===== config.mk =====
export PLATFORM = sky130hd
export DESIGN_NAME = adma_as_atx_split_4k_flat
export DESIGN_NICKNAME = d
export VERILOG_FILES = /design/src/rtl/adma_as_atx_split_4k_if.sv /design/src/rtl/adma_as_atx_split_4k.sv /design/src/flat_wrapper.sv
export SDC_FILE = /design/constraint.sdc
export NUM_CORES = 1
export LEC_CHECK = 0
export ABC_AREA = 1
export CORE_AREA = 2 2 103 204
export DETAILED_ROUTE_END_ITERATION = 16
export DIE_AREA = 0 0 105 206
export PLACE_DENSITY_LB_ADDON = 0.25
export SLEW_MARGIN = 20
export SYNTH_ARGS = -nofsm -noshare
export SYNTH_HDL_FRONTEND = slang
export SYNTH_SLANG_ARGS = --single-unit

===== constraint.sdc =====
create_clock -name clk -period 6.4 [get_ports clk]
set_clock_uncertainty 0.15 [all_clocks]
set_input_delay 1.6 -clock clk [delete_from_list [all_inputs] [get_ports clk]]
set_output_delay 1.6 -clock clk [all_outputs]
set_load 0.05 [all_outputs]

===== src/rtl/adma_as_atx_split_4k_if.sv =====
// Handshake and descriptor bundle between the DMA transaction source, the
// 4K-aware burst splitter and the AXI AR/AW issue logic.
interface adma_as_atx_split_4k_if #(
  parameter int SRC_ADDR_W   = 32,
  parameter int DST_ADDR_W   = 32,
  parameter int DMA_LENGTH_W = 16,
  parameter int MST_ID_W     = 5,
  parameter int ATX_LEN_W    = 8
);
  logic [SRC_ADDR_W-1:0]   tx_src_addr;
  logic [DST_ADDR_W-1:0]   tx_dst_addr;
  logic [DMA_LENGTH_W-1:0] tx_len;
  logic                    tx_vld;
  logic                    tx_rdy;
  logic                    tx_abort;
  logic [MST_ID_W-1:0]     atx_id;
  logic [1:0]              atx_src_burst;
  logic [1:0]              atx_dst_burst;
  logic [ATX_LEN_W-1:0]    atx_wd_per_burst;
  logic [MST_ID_W-1:0]     arid;
  logic [SRC_ADDR_W-1:0]   araddr;
  logic [ATX_LEN_W-1:0]    arlen;
  logic [1:0]              arburst;
  logic [MST_ID_W-1:0]     awid;
  logic [DST_ADDR_W-1:0]   awaddr;
  logic [ATX_LEN_W-1:0]    awlen;
  logic [1:0]              awburst;
  logic                    atx_vld;
  logic                    atx_rdy;
  logic                    atx_start;
  logic                    atx_start_last;
  logic                    busy;

  modport slave (
    input  tx_src_addr, tx_dst_addr, tx_len, tx_vld, tx_abort,
    input  atx_id, atx_src_burst, atx_dst_burst, atx_wd_per_burst, atx_rdy,
    output tx_rdy, arid, araddr, arlen, arburst, awid, awaddr, awlen, awburst,
    output atx_vld, atx_start, atx_start_last, busy
  );

  modport master (
    output tx_src_addr, tx_dst_addr, tx_len, tx_vld, tx_abort,
    output atx_id, atx_src_burst, atx_dst_burst, atx_wd_per_burst, atx_rdy,
    input  tx_rdy, arid, araddr, arlen, arburst, awid, awaddr, awlen, awburst,
    input  atx_vld, atx_start, atx_start_last, busy
  );
endinterface


===== src/rtl/adma_as_atx_split_4k.sv =====
// Splits one DMA transaction into paired AR/AW burst descriptors, clipping each
// burst to the CSR burst size, the FIXED 16-beat limit and BOUNDARY crossings.
module adma_as_atx_split_4k #(
  parameter int SRC_ADDR_W   = 32,
  parameter int DST_ADDR_W   = 32,
  parameter int DMA_LENGTH_W = 16,
  parameter int MST_ID_W     = 5,
  parameter int ATX_LEN_W    = 8,
  parameter int DATA_W       = 32,
  parameter int BOUNDARY     = 4096
) (
  input logic                  clk,
  input logic                  rst_n,
  adma_as_atx_split_4k_if.slave bus
);
  localparam int BYTES      = DATA_W / 8;
  localparam int BYTES_LOG2 = $clog2(BYTES);
  localparam int BND_LOG2   = $clog2(BOUNDARY);
  localparam int BND_BEATS  = BOUNDARY / BYTES;
  localparam int CW0        = (DMA_LENGTH_W > ATX_LEN_W) ? DMA_LENGTH_W : ATX_LEN_W;
  localparam int CW1        = (CW0 > (BND_LOG2 - BYTES_LOG2)) ? CW0 : (BND_LOG2 - BYTES_LOG2);
  // One spare bit so rem = len+1 and the full boundary span never overflow.
  localparam int CW         = CW1 + 1;

  localparam logic [CW-1:0]         INF       = {CW{1'b1}};
  localparam logic [CW-1:0]         CAP_FIXED = CW'(5'd16);
  localparam logic [CW-1:0]         ONE       = CW'(1'b1);
  localparam logic [1:0]            BURST_FIXED = 2'b00;
  localparam logic [1:0]            BURST_INCR  = 2'b01;
  localparam logic [SRC_ADDR_W-1:0] SRC_MASK  = ~SRC_ADDR_W'(BYTES - 1);
  localparam logic [DST_ADDR_W-1:0] DST_MASK  = ~DST_ADDR_W'(BYTES - 1);

  typedef enum logic [1:0] {
    ST_IDLE  = 2'd0,
    ST_CALC  = 2'd1,
    ST_ISSUE = 2'd2
  } state_t;

  state_t                r_state;
  state_t                w_state_nxt;
  logic [SRC_ADDR_W-1:0] r_src;
  logic [DST_ADDR_W-1:0] r_dst;
  logic [CW-1:0]         r_rem;
  logic [CW-1:0]         r_beats;
  logic [ATX_LEN_W-1:0]  r_len;
  logic [MST_ID_W-1:0]   r_id;
  logic [1:0]            r_src_burst;
  logic [1:0]            r_dst_burst;
  logic [ATX_LEN_W-1:0]  r_wd;
  logic                  r_abort;
  logic                  w_hs;
  logic                  w_last;
  logic [CW-1:0]         w_cap_s;
  logic [CW-1:0]         w_cap_d;
  logic [CW-1:0]         w_bnd_s;
  logic [CW-1:0]         w_bnd_d;
  logic [CW-1:0]         w_beats;
  logic                  w_src_incr;
  logic                  w_dst_incr;

  function automatic logic [CW-1:0] min2(input logic [CW-1:0] a, input logic [CW-1:0] b);
    min2 = (a < b) ? a : b;
  endfunction

  assign w_src_incr = (r_src_burst == BURST_INCR);
  assign w_dst_incr = (r_dst_burst == BURST_INCR);

  // Per-burst beat limits from the latched addresses and burst types.
  always_comb begin
    w_cap_s = INF;
    w_cap_d = INF;
    w_bnd_s = INF;
    w_bnd_d = INF;
    if (r_src_burst == BURST_FIXED) begin
      w_cap_s = CAP_FIXED;
    end else begin
      w_cap_s = INF;
    end
    if (r_dst_burst == BURST_FIXED) begin
      w_cap_d = CAP_FIXED;
    end else begin
      w_cap_d = INF;
    end
    if (w_src_incr) begin
      w_bnd_s = CW'(BND_BEATS) - CW'(r_src[BND_LOG2-1:BYTES_LOG2]);
    end else begin
      w_bnd_s = INF;
    end
    if (w_dst_incr) begin
      w_bnd_d = CW'(BND_BEATS) - CW'(r_dst[BND_LOG2-1:BYTES_LOG2]);
    end else begin
      w_bnd_d = INF;
    end
    w_beats = min2(min2(min2(r_rem, CW'(r_wd) + ONE), min2(w_cap_s, w_cap_d)),
                   min2(w_bnd_s, w_bnd_d));
  end

  // FSM state register.
  always_ff @(posedge clk or negedge rst_n) begin
    if (!rst_n) begin
      r_state <= ST_IDLE;
    end else begin
      r_state <= w_state_nxt;
    end
  end

  // FSM next state and descriptor handshake decode.
  always_comb begin
    w_state_nxt = r_state;
    w_hs        = 1'b0;
    w_last      = 1'b0;
    case (r_state)
      ST_IDLE: begin
        if (bus.tx_vld) begin
          w_state_nxt = ST_CALC;
        end else begin
          w_state_nxt = ST_IDLE;
        end
      end
      ST_CALC: begin
        if (bus.tx_abort) begin
          w_state_nxt = ST_IDLE;
        end else begin
          w_state_nxt = ST_ISSUE;
        end
      end
      ST_ISSUE: begin
        if (bus.atx_rdy) begin
          w_hs   = 1'b1;
          // An abort raised in the handshake cycle itself also ends the transaction.
          w_last = (r_rem == r_beats) || r_abort || bus.tx_abort;
          if (w_last) begin
            w_state_nxt = ST_IDLE;
          end else begin
            w_state_nxt = ST_CALC;
          end
        end else begin
          w_state_nxt = ST_ISSUE;
        end
      end
      default: begin
        w_state_nxt = ST_IDLE;
      end
    endcase
  end

  // Transaction snapshot, burst sizing and address/remaining-beat advance.
  always_ff @(posedge clk or negedge rst_n) begin
    if (!rst_n) begin
      r_src       <= '0;
      r_dst       <= '0;
      r_rem       <= '0;
      r_beats     <= '0;
      r_len       <= '0;
      r_id        <= '0;
      r_src_burst <= 2'b00;
      r_dst_burst <= 2'b00;
      r_wd        <= '0;
      r_abort     <= 1'b0;
    end else begin
      case (r_state)
        ST_IDLE: begin
          r_abort <= 1'b0;
          if (bus.tx_vld) begin
            r_src       <= bus.tx_src_addr & SRC_MASK;
            r_dst       <= bus.tx_dst_addr & DST_MASK;
            r_rem       <= CW'(bus.tx_len) + ONE;
            r_id        <= bus.atx_id;
            r_src_burst <= bus.atx_src_burst;
            r_dst_burst <= bus.atx_dst_burst;
            r_wd        <= bus.atx_wd_per_burst;
          end
        end
        ST_CALC: begin
          r_beats <= w_beats;
          r_len   <= ATX_LEN_W'(w_beats - ONE);
        end
        ST_ISSUE: begin
          if (bus.atx_rdy) begin
            r_abort <= 1'b0;
            r_rem   <= r_rem - r_beats;
            if (w_src_incr) begin
              r_src <= r_src + (SRC_ADDR_W'(r_beats) << BYTES_LOG2);
            end
            if (w_dst_incr) begin
              r_dst <= r_dst + (DST_ADDR_W'(r_beats) << BYTES_LOG2);
            end
          end else if (bus.tx_abort) begin
            r_abort <= 1'b1;
          end
        end
        default: begin
          r_abort <= 1'b0;
        end
      endcase
    end
  end

  assign bus.tx_rdy         = (r_state == ST_IDLE);
  assign bus.busy           = (r_state == ST_CALC) || (r_state == ST_ISSUE);
  assign bus.atx_vld        = (r_state == ST_ISSUE);
  assign bus.atx_start      = w_hs;
  assign bus.atx_start_last = w_hs & w_last;
  assign bus.arid           = r_id;
  assign bus.awid           = r_id;
  assign bus.araddr         = r_src;
  assign bus.awaddr         = r_dst;
  assign bus.arlen          = r_len;
  assign bus.awlen          = r_len;
  assign bus.arburst        = r_src_burst;
  assign bus.awburst        = r_dst_burst;
endmodule


===== src/flat_wrapper.sv =====
// flat-port wrapper written by rule: the top's interface ports become plain ports
module adma_as_atx_split_4k_flat 
#(
  parameter int SRC_ADDR_W   = 32,
  parameter int DST_ADDR_W   = 32,
  parameter int DMA_LENGTH_W = 16,
  parameter int MST_ID_W     = 5,
  parameter int ATX_LEN_W    = 8,
  parameter int DATA_W       = 32,
  parameter int BOUNDARY     = 4096
)
  (clk, rst_n, bus_tx_src_addr, bus_tx_dst_addr, bus_tx_len, bus_tx_vld, bus_tx_abort, bus_atx_id, bus_atx_src_burst, bus_atx_dst_burst, bus_atx_wd_per_burst, bus_atx_rdy, bus_tx_rdy, bus_arid, bus_araddr, bus_arlen, bus_arburst, bus_awid, bus_awaddr, bus_awlen, bus_awburst, bus_atx_vld, bus_atx_start, bus_atx_start_last, bus_busy);
  adma_as_atx_split_4k_if #(.SRC_ADDR_W(SRC_ADDR_W), .DST_ADDR_W(DST_ADDR_W), .DMA_LENGTH_W(DMA_LENGTH_W), .MST_ID_W(MST_ID_W), .ATX_LEN_W(ATX_LEN_W)) bus_i ();
  input logic clk;
  input logic rst_n;
  input wire logic [$bits(bus_i.tx_src_addr)-1:0] bus_tx_src_addr;
  input wire logic [$bits(bus_i.tx_dst_addr)-1:0] bus_tx_dst_addr;
  input wire logic [$bits(bus_i.tx_len)-1:0] bus_tx_len;
  input wire logic [$bits(bus_i.tx_vld)-1:0] bus_tx_vld;
  input wire logic [$bits(bus_i.tx_abort)-1:0] bus_tx_abort;
  input wire logic [$bits(bus_i.atx_id)-1:0] bus_atx_id;
  input wire logic [$bits(bus_i.atx_src_burst)-1:0] bus_atx_src_burst;
  input wire logic [$bits(bus_i.atx_dst_burst)-1:0] bus_atx_dst_burst;
  input wire logic [$bits(bus_i.atx_wd_per_burst)-1:0] bus_atx_wd_per_burst;
  input wire logic [$bits(bus_i.atx_rdy)-1:0] bus_atx_rdy;
  output wire logic [$bits(bus_i.tx_rdy)-1:0] bus_tx_rdy;
  output wire logic [$bits(bus_i.arid)-1:0] bus_arid;
  output wire logic [$bits(bus_i.araddr)-1:0] bus_araddr;
  output wire logic [$bits(bus_i.arlen)-1:0] bus_arlen;
  output wire logic [$bits(bus_i.arburst)-1:0] bus_arburst;
  output wire logic [$bits(bus_i.awid)-1:0] bus_awid;
  output wire logic [$bits(bus_i.awaddr)-1:0] bus_awaddr;
  output wire logic [$bits(bus_i.awlen)-1:0] bus_awlen;
  output wire logic [$bits(bus_i.awburst)-1:0] bus_awburst;
  output wire logic [$bits(bus_i.atx_vld)-1:0] bus_atx_vld;
  output wire logic [$bits(bus_i.atx_start)-1:0] bus_atx_start;
  output wire logic [$bits(bus_i.atx_start_last)-1:0] bus_atx_start_last;
  output wire logic [$bits(bus_i.busy)-1:0] bus_busy;
  assign bus_i.tx_src_addr = bus_tx_src_addr;
  assign bus_i.tx_dst_addr = bus_tx_dst_addr;
  assign bus_i.tx_len = bus_tx_len;
  assign bus_i.tx_vld = bus_tx_vld;
  assign bus_i.tx_abort = bus_tx_abort;
  assign bus_i.atx_id = bus_atx_id;
  assign bus_i.atx_src_burst = bus_atx_src_burst;
  assign bus_i.atx_dst_burst = bus_atx_dst_burst;
  assign bus_i.atx_wd_per_burst = bus_atx_wd_per_burst;
  assign bus_i.atx_rdy = bus_atx_rdy;
  assign bus_tx_rdy = bus_i.tx_rdy;
  assign bus_arid = bus_i.arid;
  assign bus_araddr = bus_i.araddr;
  assign bus_arlen = bus_i.arlen;
  assign bus_arburst = bus_i.arburst;
  assign bus_awid = bus_i.awid;
  assign bus_awaddr = bus_i.awaddr;
  assign bus_awlen = bus_i.awlen;
  assign bus_awburst = bus_i.awburst;
  assign bus_atx_vld = bus_i.atx_vld;
  assign bus_atx_start = bus_i.atx_start;
  assign bus_atx_start_last = bus_i.atx_start_last;
  assign bus_busy = bus_i.busy;
  adma_as_atx_split_4k #(.SRC_ADDR_W(SRC_ADDR_W), .DST_ADDR_W(DST_ADDR_W), .DMA_LENGTH_W(DMA_LENGTH_W), .MST_ID_W(MST_ID_W), .ATX_LEN_W(ATX_LEN_W), .DATA_W(DATA_W), .BOUNDARY(BOUNDARY)) u_core (.clk(clk), .rst_n(rst_n), .bus(bus_i));
endmodule

After elaboration in Yosys (flattened, before gate mapping)
Cells that the tools add are included.
{ "totals": {"ff_bits": 126, "inputBits": 102, "out_inout_bits": 99, "word_cells": 80} }
{ "classes": {"add_sub_neg": 8, "magnitude_cmp": 5, "eq_ne": 10, "n_mux": 32, "bitwise_logic": 2, "reduce_logical": 12} }
{ "ops": {"columns": ["cell", "count"], "rows": [
  ["32-bit 2-to-1 mux", 6],
  ["17-bit 2-to-1 mux", 11],
  ["32-bit one-hot mux with 2 select lines", 2],
  ["17-bit < comparator", 5],
  ["32-bit by 19-bit adder with 32-bit output", 2],
  ["17-bit one-hot mux with 2 select lines", 1],
  ["11-bit by 10-bit subtractor with 12-bit output, first input constant", 2],
  ["16-bit by 1-bit adder with 17-bit output, second input constant", 1],
  ["17-bit equality test", 1],
  ["17-bit subtractor", 1],
  ["8-bit by 1-bit adder with 9-bit output, second input constant", 1],
  ["1-bit 2-to-1 mux", 8],
  ["4-bit AND reduction", 2],
  ["8-bit by 1-bit subtractor with 8-bit output, second input constant", 1],
  ["2-bit by 1-bit equality test with 1-bit output, second input constant", 3],
  ["2-bit zero test", 3],
  ["2-bit one-hot mux with 3 select lines", 1],
  ["2-bit 2-to-1 mux", 2],
  ["2-bit by 1-bit != test with 1-bit output, second input constant", 2],
  ["2-bit != test, second input constant", 2],
  ["2-bit AND reduction", 2],
  ["1-bit logical OR", 3],
  ["3-bit != test, second input constant", 1],
  ["3-bit AND reduction", 1],
  ["other kinds (5)", 5]
]} }

Depth between registers and ports, before layout
{ "depth": {"word_depth": 9, "ltp_mapped": 43, "depth_no_buf": 43} }

Worst setup path after synthesis
No wires, ideal clock.
{ "synth_path": {"kind": "register to register", "from": "register u_core.r_wd[0]", "to": "register u_core.r_len[6] (netlist: u_core.bus.arlen[6])", "setup_ps": 127, "t_arrival_ps": 5289, "required_time_ps": 6123, "setup_slack_ps": 834, "stages_incl_launch_ff": 40, "n_path_buf": 0, "period_less_slack_ps": 5566, "cell_sequence": "dfrtp_1 -> ha_1 -> nand3_1 -> inv_1 -> nand4_1 -> nor2_1 -> inv_1 -> ha_1 -> nand2_1 -> inv_1 -> nand2_1 -> nand2_1 -> nor2_4 -> nand2_4 -> clkinv_1 -> nand2_1 -> o21ai_0 -> ha_1 -> [... 4 more ...] -> nand2_2 -> nand3_4 -> nand2_4 -> nand2_1 -> inv_1 -> ha_1 -> nand2_1 -> nor2_1 -> nand4_1 -> nor4_1 -> nand2_8 -> nand2_8 -> nand2_1 -> nand2_1 -> ha_1 -> nand3_2 -> o21ai_1 -> nand3_1"} }
{ "synth_via": {"elab_chain_len": 8} }
{ "synth_lines": {"columns": ["element", "line_no", "rtl"], "rows": [
  ["from (decl)", "adma_as_atx_split_4k.sv:49", "logic [ATX_LEN_W-1:0] r_wd;"],
  ["from (signal assigned)", "adma_as_atx_split_4k.sv:171", "r_wd <= bus.atx_wd_per_burst;"],
  ["8-bit by 1-bit adder with 9-bit output *", "adma_as_atx_split_4k.sv:94", "w_beats = min2(min2(min2(r_rem, CW'(r_wd) + ONE), min2(w_cap_s, w_cap_d)),"],
  ["17-bit < comparator", "adma_as_atx_split_4k.sv:62", "min2 = (a < b) ? a : b;"],
  ["17-bit 2-to-1 mux *", "adma_as_atx_split_4k.sv:62", null],
  ["17-bit < comparator", "adma_as_atx_split_4k.sv:62", null],
  ["17-bit 2-to-1 mux *", "adma_as_atx_split_4k.sv:62", null],
  ["17-bit < comparator", "adma_as_atx_split_4k.sv:62", null],
  ["17-bit 2-to-1 mux *", "adma_as_atx_split_4k.sv:62", null],
  ["8-bit by 1-bit subtractor with 8-bit output *", "adma_as_atx_split_4k.sv:176", "r_len <= ATX_LEN_W'(w_beats - ONE);"],
  ["to (signal assigned)", "adma_as_atx_split_4k.sv:176", null],
  ["to (decl)", "adma_as_atx_split_4k.sv:45", "logic [ATX_LEN_W-1:0] r_len;"]
]} }
Every way passes the cells marked *; elsewhere a longest branch is shown, timed or not.
A chain may end at the register's enable or synchronous reset.

Worst setup path in the final report
Same ends and word-level chain as after synthesis.

==> results_dict.tcl <==
set metrics [dict create \
    initial_core_util_pct 52.75 \
    critPathMostFrequentCell "nand2_1" \
    grt_overflow 0 \
    pin_count 201 \
    firstDrtPassIters 5 \
    rows 74 \
    period_minus_slack_ns 5.929 \
    dieArea_um2 21630 \
    path_class "flop to flop" \
    drtIter0Drc 557 \
    avgSynthCellArea_um2 7.146 \
    timing.rr.end "u_core.bus.arlen[6]" \
    hpwl_um 24170 \
    grt_use_total_pct 29.17 \
    final_common_cell "nand2_1" \
    reg2reg_slack_ns 0.47 \
    cap_violations 0 \
    critPathRequiredTime_ns 6.57 \
    status "finished clean" \
    min_from "u_core.bus.arlen[3]" \
    hold_buffers 0 \
    syn-instance-count 1490 \
    ys.flop_type "dfrtp_1" \
    placement.io_buffers 192 \
    finalNetCount 1894 \
    clk_path_buf_depth 2 \
    reg2reg_depth 41 \
    clock.fmax_mhz 168.7 \
    die_x_um 105 \
    hp-class "flop to flop" \
    tightest_slew_ns 0.9705 \
    crit_fanout 14 \
    n_fill_cell 1823 \
    path_clk_slew_ns 0.06 \
    gp_congestion 0.9237 \
    setup_tns_ns 0 \
    yosys_warnings 0 \
    startpoint_type "flop" \
    yosysUniqueCellTypes 53 \
    core_area_um2 20180 \
    critPathTopFamily "simple AND/OR/NAND/NOR gates" \
    synth_seq_cells 122 \
    root_buffer "clkbuf_16" \
    min_to "u_core.bus.arlen[3]" \
    finalWirelength_um 31500 \
    slowest_stage "dfrtp_1" \
    slowest_delay_ns 0.37 \
    layout_common_cells "nand2_1, clkdlybuf4s50_1, o21ai_0, inv_1, a21oi_1" \
    cts.sinks 122 \
    areaGrowthSynthToFinish_pct 26.69 \
    viasPerCell 5.583 \
    yosysSeqAreaShare_pct 28.67 \
    worst_ep_arrival_time_ns 6.09 \
    cts_tree "yes" \
    grt_pass1_wl_um 50830 \
    critPathCaptureType "flop" \
    num_vias 10940 \
    wire_per_inst_um 16.08 \
    worstHoldPathCells 2 \
    die_h_um 206 \
    path_buf_inv 5 \
    clk_latency_ns 0.44 \
    fin_crit_sh_pct 92.63 \
    relSlewSlack_pct 35.30 \
    synthesis.area_um2 10650 \
    diodes 0 \
    cp-startpoint "u_core.r_wd[0]" \
    r2r-start "u_core.r_wd[0]" \
    grt_pass1_vias 10530 \
    antenna_found_initial 0 \
    synth_edf_count 0 \
    grt_start_max_net_pins 98 \
    hold_violations 0 \
    async_reset_ff_share_pct 100.0 \
    htree_levels 4 \
    postRouteAntennaNets 0 \
    drc_errors 0 \
    numCtsBuffers 17 \
    drive_gt1_share_pct 7.147 \
    setup_viol 0 \
    final_max_slew_viol_count 0 \
]
## timing repair
item,4_1_cts,5_1_grt
buffers inserted,0,7
endpoints found under the setup margin,0,13
gates resized for setup,0,16
endpoints found under the hold margin,0,0
## registers in the layout (all words and copies together), names as in the netlist, 2 cells and up
register	flops
u_core.r_beats	17
u_core.bus.awburst	2
u_core.bus.awaddr	30
u_core.bus.arid	5
u_core.r_state	2
u_core.r_rem	17
u_core.bus.arlen	8
u_core.bus.araddr	30
u_core.r_wd	8
u_core.bus.arburst	2
## worst max path at each step
stage | end | depth (start not counted) | slack, ns
after floorplan | u_core.bus.arlen[6] | 39 | 0.83
after global placement | u_core.bus.arlen[6] | 41 | 0.39
after detailed placement | u_core.bus.arlen[6] | 39 | 0.27
after CTS | u_core.bus.arlen[6] | 39 | 0.21
after global routing | u_core.bus.arlen[6] | 41 | -0.001
final | u_core.bus.arlen[6] | 41 | 0.47
## cell usage after synthesis (3+ instances only)
library cell / count / area (um^2)
a211oi_1: 4 / 30.03
a21boi_0: 3 / 22.52
a21o_1: 4 / 30.03
a21oi_1: 136 / 680.7
a31oi_1: 11 / 68.82
and2_1: 3 / 18.77
buf_1: 4 / 15.01
buf_4: 17 / 127.6
clkbuf_1: 34 / 127.6
clkinv_1: 5 / 18.77
dfrtp_1: 122 / 3053
fa_1: 3 / 60.06
ha_1: 109 / 1364
inv_1: 162 / 608.1
mux2_2: 12 / 135.1
nand2_1: 295 / 1107
nand2_2: 8 / 50.05
nand2_4: 4 / 45.04
nand3_1: 60 / 300.3
nand3_2: 3 / 30.03
nand3b_1: 4 / 30.03
nand4_1: 18 / 112.6
nor2_1: 120 / 450.4
nor2_2: 3 / 18.77
nor3_1: 22 / 110.1
nor4_1: 10 / 62.56
o211ai_1: 24 / 180.2
o21a_1: 5 / 37.54
o21ai_0: 181 / 905.9
o21ai_1: 5 / 25.02
o221ai_1: 4 / 35.03
o22ai_1: 13 / 81.33
or2_2: 12 / 75.07
xnor2_1: 15 / 131.4
xor2_1: 34 / 297.8
## worst register-to-register path, delay by kind of cell, from the launching register on
family | cells | cell delay [ns]
flip-flops | 1 | 0.37
AO/OA/AOI/OAI | 7 | 0.93
buffers and inverters | 5 | 0.55
adder cells (fa/ha/maj) | 5 | 1.20
AND/OR/NAND/NOR | 24 | 2.62
## per-stage QoR
step	instance area, um^2	hold WS (ns)	utilization [%]	std cells	setup slack (ns)
final	13490	0.3506	66.83	1959	0.4714
after global placement	12800	0.3357	63.40	1919	0.3860
after global routing	13490	0.3824	66.83	1959	-0.001163
after CTS	13390	0.3539	66.32	1951	0.2134
after detailed placement	12800	0.3393	63.40	1919	0.2734
after floorplan	10690	0.3143	-	1501	0.8338
## layer usage
layer	up-vias	share of wire (%)	global-route usage [%]
li1	5413	-	-
met1	5069	40	34.16
met2	386	51	51.92
met3	69	5.7	4.920
met4	0	3.8	13.05
met5	-	0	0
## cell type report
cell class	instances	area (um^2)	share of cell area [%]
Multi-Input combinational cell	1154	6779	50.26
Inverter	169	638.1	4.731
Timing Repair inverter	1	5.005	0.03710
Clock inverter	12	122.6	0.9090
Sequential cell	122	3053	22.63
Timing Repair Buffer	215	2092	15.51
Clock buffer	20	466.7	3.460
Tap cell	266	332.8	2.467
## cell families after synthesis
family | after synthesis | share of synthesized area, %
mux | 12 | 1.269
buf+inv | 225 | 8.637
other cells | 1 | 0.03522
xor+xnor | 49 | 4.031
flops | 122 | 28.67
fa+ha+maj | 112 | 13.37
simple gates | 569 | 23.48
compound gates | 400 | 20.51
Power is left out: the tool's default activity adds up to more than one toggle a clock period on the data nets, which glitch-free logic cannot reach.
